## config.mk

```make
export PLATFORM = sky130hd
export DESIGN_NAME = local_injection_unit_flat
export DESIGN_NICKNAME = d
export VERILOG_FILES = /design/src/rtl/local_injection_unit_pkg.sv /design/src/rtl/local_injection_unit_if.sv /design/src/rtl/local_injection_unit_credit_gate.sv /design/src/rtl/local_injection_unit.sv /design/src/flat_wrapper.sv
export SDC_FILE = /design/constraint.sdc
export NUM_CORES = 1
export LEC_CHECK = 0
export BUFFER_PORTS_ARGS = -buffer_cell sky130_fd_sc_hd__buf_2
export CAP_MARGIN = 0
export CELL_PAD_IN_SITES_DETAIL_PLACEMENT = 1
export CELL_PAD_IN_SITES_GLOBAL_PLACEMENT = 1
export CORE_MARGIN = 3
export CORE_UTILIZATION = 25
export CTS_CLUSTER_DIAMETER = 30
export DETAILED_ROUTE_END_ITERATION = 7
export MAX_ROUTING_LAYER = met4
export PLACE_DENSITY_LB_ADDON = 0.15
export RECOVER_POWER = 100
export SETUP_SLACK_MARGIN = 0.05
export SLEW_MARGIN = 10
export SYNTH_ARGS = -nofsm -noshare
export SYNTH_HDL_FRONTEND = slang
export SYNTH_HIERARCHICAL = 1
export SYNTH_SLANG_ARGS = --single-unit
export TNS_END_PERCENT = 5
```

## constraint.sdc

```tcl
create_clock -name CLK -period 3.2 [get_ports CLK]
set_input_delay 0.48 -clock CLK [delete_from_list [all_inputs] [get_ports CLK]]
set_output_delay 0.48 -clock CLK [all_outputs]
set_load 0.1 [all_outputs]
```

## src/rtl/local_injection_unit_pkg.sv

```systemverilog
// ni_pkg: flit types, header field offsets, FSM states and default widths for the injection unit
package ni_pkg;
  localparam int FLIT_WIDTH       = 32;
  localparam int FLIT_SRC_WIDTH   = 4;
  localparam int BUFFERSIZE_WIDTH = 4;
  localparam logic [1:0] FLIT_BODY   = 2'b00;
  localparam logic [1:0] FLIT_HEAD   = 2'b01;
  localparam logic [1:0] FLIT_TAIL   = 2'b10;
  localparam logic [1:0] FLIT_SINGLE = 2'b11;
  localparam int HDR_LEN_OFS = 0;
  typedef enum logic [1:0] {S_IDLE, S_HEAD, S_BODY} state_e;
  function automatic int hdr_dst_ofs(input int len_w);
    return HDR_LEN_OFS + len_w;
  endfunction
  function automatic int hdr_src_ofs(input int len_w, input int id_w);
    return HDR_LEN_OFS + len_w + id_w;
  endfunction
endpackage

```

## src/rtl/local_injection_unit_if.sv

```systemverilog
// local_injection_unit_if: request, payload and flit-out channels between core, injector and router
interface local_injection_unit_if #(
  parameter int P_DATA_WIDTH = 32,
  parameter int P_ID_WIDTH   = 4,
  parameter int P_LEN_WIDTH  = 5
) ();
  logic                    req_valid;
  logic                    req_ready;
  logic [P_ID_WIDTH-1:0]   req_dst;
  logic [P_LEN_WIDTH-1:0]  req_len;
  logic                    pl_valid;
  logic                    pl_ready;
  logic [P_DATA_WIDTH-3:0] pl_data;
  logic [P_DATA_WIDTH-1:0] out_data;
  logic                    out_data_valid;
  modport slave (
    input  req_valid, req_dst, req_len, pl_valid, pl_data,
    output req_ready, pl_ready, out_data, out_data_valid
  );
  modport master (
    output req_valid, req_dst, req_len, pl_valid, pl_data,
    input  req_ready, pl_ready, out_data, out_data_valid
  );
endinterface

```

## src/rtl/local_injection_unit_credit_gate.sv

```systemverilog
// ni_credit_gate: allows a flit only while registered free slots exceed flits still in flight
module ni_credit_gate #(
  parameter int P_CREDIT_WIDTH = 4
) (
  input  logic                      CLK,
  input  logic                      RST,
  input  logic [P_CREDIT_WIDTH-1:0] in_credits_feedback,
  input  logic                      sent,
  output logic                      can_send
);
  logic [P_CREDIT_WIDTH-1:0] credit_q;
  logic [1:0]                sent_hist_q;
  logic [1:0]                in_flight;
  // sample router credits and remember the last two sends the router has not yet accounted for
  always_ff @(posedge CLK or negedge RST) begin
    if (!RST) begin
      credit_q    <= '0;
      sent_hist_q <= '0;
    end else begin
      credit_q    <= in_credits_feedback;
      sent_hist_q <= {sent_hist_q[0], sent};
    end
  end
  assign in_flight = {1'b0, sent_hist_q[0]} + {1'b0, sent_hist_q[1]};
  assign can_send  = credit_q > P_CREDIT_WIDTH'(in_flight);
endmodule

```

## src/rtl/local_injection_unit.sv

```systemverilog
// local_injection_unit: splits core packet requests into head/body/tail flits for router port 0
module local_injection_unit
  import ni_pkg::*;
#(
  parameter int P_DATA_WIDTH   = FLIT_WIDTH,
  parameter int P_ID_WIDTH     = FLIT_SRC_WIDTH,
  parameter int P_CREDIT_WIDTH = BUFFERSIZE_WIDTH,
  parameter int P_MAX_LEN      = 16,
  parameter int P_LEN_WIDTH    = $clog2(P_MAX_LEN + 1)
) (
  input  logic                      CLK,
  input  logic                      RST,
  input  logic [P_ID_WIDTH-1:0]     router_id,
  local_injection_unit_if.slave     bus,
  input  logic [P_CREDIT_WIDTH-1:0] in_credits_feedback,
  output logic                      busy,
  output logic                      pkt_sent
);
  localparam int DST_OFS = hdr_dst_ofs(P_LEN_WIDTH);
  localparam int SRC_OFS = hdr_src_ofs(P_LEN_WIDTH, P_ID_WIDTH);
  state_e                  state_q;
  logic [P_ID_WIDTH-1:0]   dst_q;
  logic [P_LEN_WIDTH-1:0]  len_q, rem_q, len_sat;
  logic [P_DATA_WIDTH-1:0] out_data_q, flit_d;
  logic [P_DATA_WIDTH-3:0] hdr;
  logic                    out_valid_q, pkt_sent_q, can_send, fire;
  ni_credit_gate #(.P_CREDIT_WIDTH(P_CREDIT_WIDTH)) u_gate (
    .CLK                 (CLK),
    .RST                 (RST),
    .in_credits_feedback (in_credits_feedback),
    .sent                (fire),
    .can_send            (can_send)
  );
  // clamp length, build the header and pick the flit that leaves this cycle
  always_comb begin
    len_sat = bus.req_len > P_LEN_WIDTH'(P_MAX_LEN) ? P_LEN_WIDTH'(P_MAX_LEN) : bus.req_len;
    hdr = '0;
    hdr[HDR_LEN_OFS +: P_LEN_WIDTH] = len_q;
    hdr[DST_OFS +: P_ID_WIDTH] = dst_q;
    hdr[SRC_OFS +: P_ID_WIDTH] = router_id;
    fire = can_send && (state_q == S_HEAD || (state_q == S_BODY && bus.pl_valid));
    flit_d = state_q == S_HEAD ? {len_q == '0 ? FLIT_SINGLE : FLIT_HEAD, hdr}
                               : {rem_q == P_LEN_WIDTH'(1) ? FLIT_TAIL : FLIT_BODY, bus.pl_data};
  end
  // packet FSM with registered flit output; out_data keeps its last flit between sends
  always_ff @(posedge CLK or negedge RST) begin
    if (!RST) begin
      state_q     <= S_IDLE;
      dst_q       <= '0;
      len_q       <= '0;
      rem_q       <= '0;
      out_data_q  <= '0;
      out_valid_q <= 1'b0;
      pkt_sent_q  <= 1'b0;
    end else begin
      out_valid_q <= fire;
      pkt_sent_q  <= 1'b0;
      if (fire) out_data_q <= flit_d;
      case (state_q)
        S_IDLE: if (bus.req_valid) begin
          dst_q   <= bus.req_dst;
          len_q   <= len_sat;
          state_q <= S_HEAD;
        end
        S_HEAD: if (can_send) begin
          rem_q      <= len_q;
          state_q    <= len_q == '0 ? S_IDLE : S_BODY;
          pkt_sent_q <= len_q == '0;
        end
        S_BODY: if (fire) begin
          rem_q <= rem_q - P_LEN_WIDTH'(1);
          if (rem_q == P_LEN_WIDTH'(1)) begin
            state_q    <= S_IDLE;
            pkt_sent_q <= 1'b1;
          end
        end
        default: state_q <= S_IDLE;
      endcase
    end
  end
  assign bus.req_ready      = RST && state_q == S_IDLE;
  assign bus.pl_ready       = state_q == S_BODY && can_send;
  assign bus.out_data       = out_data_q;
  assign bus.out_data_valid = out_valid_q;
  assign busy               = state_q != S_IDLE;
  assign pkt_sent           = pkt_sent_q;
endmodule
```

## src/flat_wrapper.sv

```systemverilog
// flat-port wrapper written by rule: the top's interface ports become plain ports
module local_injection_unit_flat import ni_pkg::*;
#(
  parameter int P_DATA_WIDTH   = FLIT_WIDTH,
  parameter int P_ID_WIDTH     = FLIT_SRC_WIDTH,
  parameter int P_CREDIT_WIDTH = BUFFERSIZE_WIDTH,
  parameter int P_MAX_LEN      = 16,
  parameter int P_LEN_WIDTH    = $clog2(P_MAX_LEN + 1)
)
  (CLK, RST, router_id, in_credits_feedback, busy, pkt_sent, bus_req_valid, bus_req_dst, bus_req_len, bus_pl_valid, bus_pl_data, bus_req_ready, bus_pl_ready, bus_out_data, bus_out_data_valid);
  local_injection_unit_if #(.P_DATA_WIDTH(P_DATA_WIDTH), .P_ID_WIDTH(P_ID_WIDTH), .P_LEN_WIDTH(P_LEN_WIDTH)) bus_i ();
  input  logic CLK;
  input  logic RST;
  input  logic [P_ID_WIDTH-1:0] router_id;
  input  logic [P_CREDIT_WIDTH-1:0] in_credits_feedback;
  output logic busy;
  output logic pkt_sent;
  input wire logic [$bits(bus_i.req_valid)-1:0] bus_req_valid;
  input wire logic [$bits(bus_i.req_dst)-1:0] bus_req_dst;
  input wire logic [$bits(bus_i.req_len)-1:0] bus_req_len;
  input wire logic [$bits(bus_i.pl_valid)-1:0] bus_pl_valid;
  input wire logic [$bits(bus_i.pl_data)-1:0] bus_pl_data;
  output wire logic [$bits(bus_i.req_ready)-1:0] bus_req_ready;
  output wire logic [$bits(bus_i.pl_ready)-1:0] bus_pl_ready;
  output wire logic [$bits(bus_i.out_data)-1:0] bus_out_data;
  output wire logic [$bits(bus_i.out_data_valid)-1:0] bus_out_data_valid;
  assign bus_i.req_valid = bus_req_valid;
  assign bus_i.req_dst = bus_req_dst;
  assign bus_i.req_len = bus_req_len;
  assign bus_i.pl_valid = bus_pl_valid;
  assign bus_i.pl_data = bus_pl_data;
  assign bus_req_ready = bus_i.req_ready;
  assign bus_pl_ready = bus_i.pl_ready;
  assign bus_out_data = bus_i.out_data;
  assign bus_out_data_valid = bus_i.out_data_valid;
  local_injection_unit #(.P_DATA_WIDTH(P_DATA_WIDTH), .P_ID_WIDTH(P_ID_WIDTH), .P_CREDIT_WIDTH(P_CREDIT_WIDTH), .P_MAX_LEN(P_MAX_LEN), .P_LEN_WIDTH(P_LEN_WIDTH)) u_core (.CLK(CLK), .RST(RST), .router_id(router_id), .bus(bus_i), .in_credits_feedback(in_credits_feedback), .busy(busy), .pkt_sent(pkt_sent));
endmodule
```

==> flow_summary.ini <==
[sta]
skew_ns = 0.00606
drv_slew = 0
hold_viol = 0
layout_min_cycle_time_ns = 2.92
max_freq_ghz = 0.343
period_share_pct = 91.2
rsz0062_at_grt = false
relSlewSlack_pct = 5.21
worstMarginPinSlew_ns = 1.42
setup_violations = 0
fin_tns_setup_ns = 0

[min_path]
hp-class = in -> reg
worstHoldStart = in_credits_feedback[0]
holdPathEnd = u_core/u_gate/credit_q[0]
hold-path-cell-count = 1

[yosys]
ys_ff_latch = 56
post_synth_num_cell_types = 32
avgSynthCellArea_sq_um = 11.4
netlist_area_sq_um = 2420
ys_seq_area_share_pct = 57.9
postSynthCellCount = 212
synth_nets = 272
yosys_warnings = 6

[clock_tree]
clockBufferDepth = 2
h-tree-depth = 2
cts_sinks = 56
insertion_delay_ns = 0.31
tritoncts = yes
clk_pin_slew_ns = 0.10
hold_buffers = 0
postCtsSetupBuffers = 0
ctsResizeCount = 0
cts-buffers-inserted = 5
cts-root-buf = clkbuf_8

[critical_path]
cp_max_fo = 5
cp.arrival_ns = 2.44
path_cells = ha_1 > inv_1 > ha_1 > nor2b_1 > a2bb2oi_1 > or3_1 > and2_0 > clkbuf_2
r2r_cells = 9
r2r-start = u_core/u_gate/sent_hist_q[0]
crit_family = simple AND/OR/NAND/NOR gates
critPathMaxStageDelay_ns = 0.40
required_ns = 2.72
worstSetupEndpointType = output port
crit_path_start_kind = register
critical_path_class = reg -> out
worst_r2r_endpoint = u_core/bus.out_data[29]
cp_num_buf_inv = 2
reg2reg_slack_ns = 0.35
path_common_cell = ha_1
slowest_stage = or3_1

[final_layout]
final_nets = 360
fill_cells = 1094
drive_gt1_share_pct = 23.9
area_growth_pct = 26.9
antenna_cells = 0

[die]
core_area_sq_um = 9330
die_y_microns = 104
initial_core_util_pct = 26.0
die_x_microns = 104
fp-row-count = 35
design.die.area_sq_um = 10900
pin_count = 88

[placed_design]
portBuffers = 87
gp_congestion = 0.761
dpl.hpwl_microns = 4600

[global_route]
grt_max_degree = 57
grt_pass1_vias = 1985
grt_overflow = 0
grt_first_pass_wirelength_microns = 10500
antenna_found_initial = 0
grt_usage_pct = 12.3

[drt]
drt_first_iter_violations = 46
wl_per_cell_microns = 14.5
dr.pass1.iters = 3
vias_per_cell = 4.37
post-route-drc-count = 0
finalWirelength_microns = 6230
drtAntennaViolNets = 0
via_count = 1880

[run_status]
status = finished clean

[job]
cap_violations = 0
Yosys cell counts (all sizes together):
cell type	n	share of area, %
a211oi	2	0.62
a21o	1	0.31
a21oi	2	0.41
a22o	17	6.1
a2bb2oi	1	0.36
a31oi	1	0.26
and2	3	0.77
buf	3	0.62
clkbuf	7	1.1
dfrtp	56	58
ha	9	4.6
inv	10	1.5
mux2	6	2.9
mux2i	14	5.8
nand2	30	4.6
nand2b	5	1.3
nand3	2	0.41
nor2	6	0.93
nor2b	1	0.26
nor3	4	0.83
nor4	1	0.26
o21ai	23	4.9
o221ai	1	0.62
o22ai	1	0.26
o311ai	1	0.36
o31ai	1	0.31
o32ai	1	0.36
or3	1	0.26
or3b	1	0.36
or4b	1	0.57
logic make-up (layout without fill, tap and decap cells):
| group | count (synthesis) | count (layout) | synth area share, % |
|---|---|---|---|
| AO/OA/AOI/OAI | 52 | 52 | 14.9 |
| adder cells (fa/ha/maj) | 9 | 9 | 4.65 |
| buffers and inverters | 20 | 109 | 3.25 |
| flip-flops | 56 | 56 | 57.9 |
| multiplexers | 20 | 20 | 8.73 |
| AND/OR/NAND/NOR | 55 | 55 | 10.6 |
layer usage:
layer / global-route usage, % / wire length (microns) / vias up
met5: - / 0 / -
met4: 3.42 / 65 / 0
met3: 2.23 / 219 / 5
met2: 19.4 / 3080 / 37
met1: 16.2 / 2870 / 922
li1: - / - / 916
state kept, by name, indices dropped and copies added (netlist names):
signal	cells
u_core/bus.out_data	32
u_core/bus.out_data_valid	1
u_core/dst_q	4
u_core/len_q	5
u_core/pkt_sent	1
u_core/rem_q	5
u_core/state_q	2
u_core/u_gate/credit_q	4
u_core/u_gate/sent_hist_q	2
layout make-up:
class,count,area [sq um],share of cell area (%)
Timing Repair Buffer,91,414,13.5
Clock buffer,6,82.6,2.69
Tap cell,129,161,5.25
Multi-Input combinational cell,136,938,30.5
Inverter,10,37.5,1.22
Clock inverter,2,38.8,1.26
Sequential cell,56,1400,45.6
cells in the final DEF, fill, tap and decap left out, types with 3 or more instances in the layout:
cell type and count:
nand2_1 29, inv_1 10, mux2i_1 14, nand2b_1 5, clkbuf_1 37, nor3_1 4
clkbuf_2 3, buf_2 49, nor2_1 6, clkbuf_8 6, o21ai_0 22, ha_1 9
a22o_1 17, dfrtp_1 56, mux2_2 5
stage by stage:
step           setup slack (ns)  area, sq um  cells  utilization [%]  hold slack (ns)
2_1_floorplan             0.261         2420    212                -            0.184
3_3_place_gp              0.418         3010    422             32.3            0.367
3_5_place_dp              0.338         3010    422             32.3            0.378
4_1_cts                   0.329         3130    430             33.6            0.257
5_1_grt                  0.0711         3070    430             33.0            0.246
6_report                  0.281         3070    430             33.0            0.275
worst max path at each step:
stage | start | to | slack (ns) | cells past startpoint
3_3_place_gp | u_core/u_gate/sent_hist_q[0] | u_core/bus.out_data[15] | 0.42 | 9
4_1_cts | u_core/u_gate/sent_hist_q[0] | bus_pl_ready | 0.33 | 8
3_5_place_dp | u_core/u_gate/sent_hist_q[0] | u_core/bus.out_data[16] | 0.34 | 9
5_1_grt | u_core/u_gate/sent_hist_q[0] | u_core/bus.out_data[16] | 0.07 | 9
6_report | u_core/u_gate/sent_hist_q[0] | bus_pl_ready | 0.28 | 8
2_1_floorplan | u_core/u_gate/sent_hist_q[0] | u_core/bus.out_data[20] | 0.26 | 10
Power is left out: the tool's default activity adds up to more than one toggle a clock period on the data nets, which glitch-free logic cannot reach.
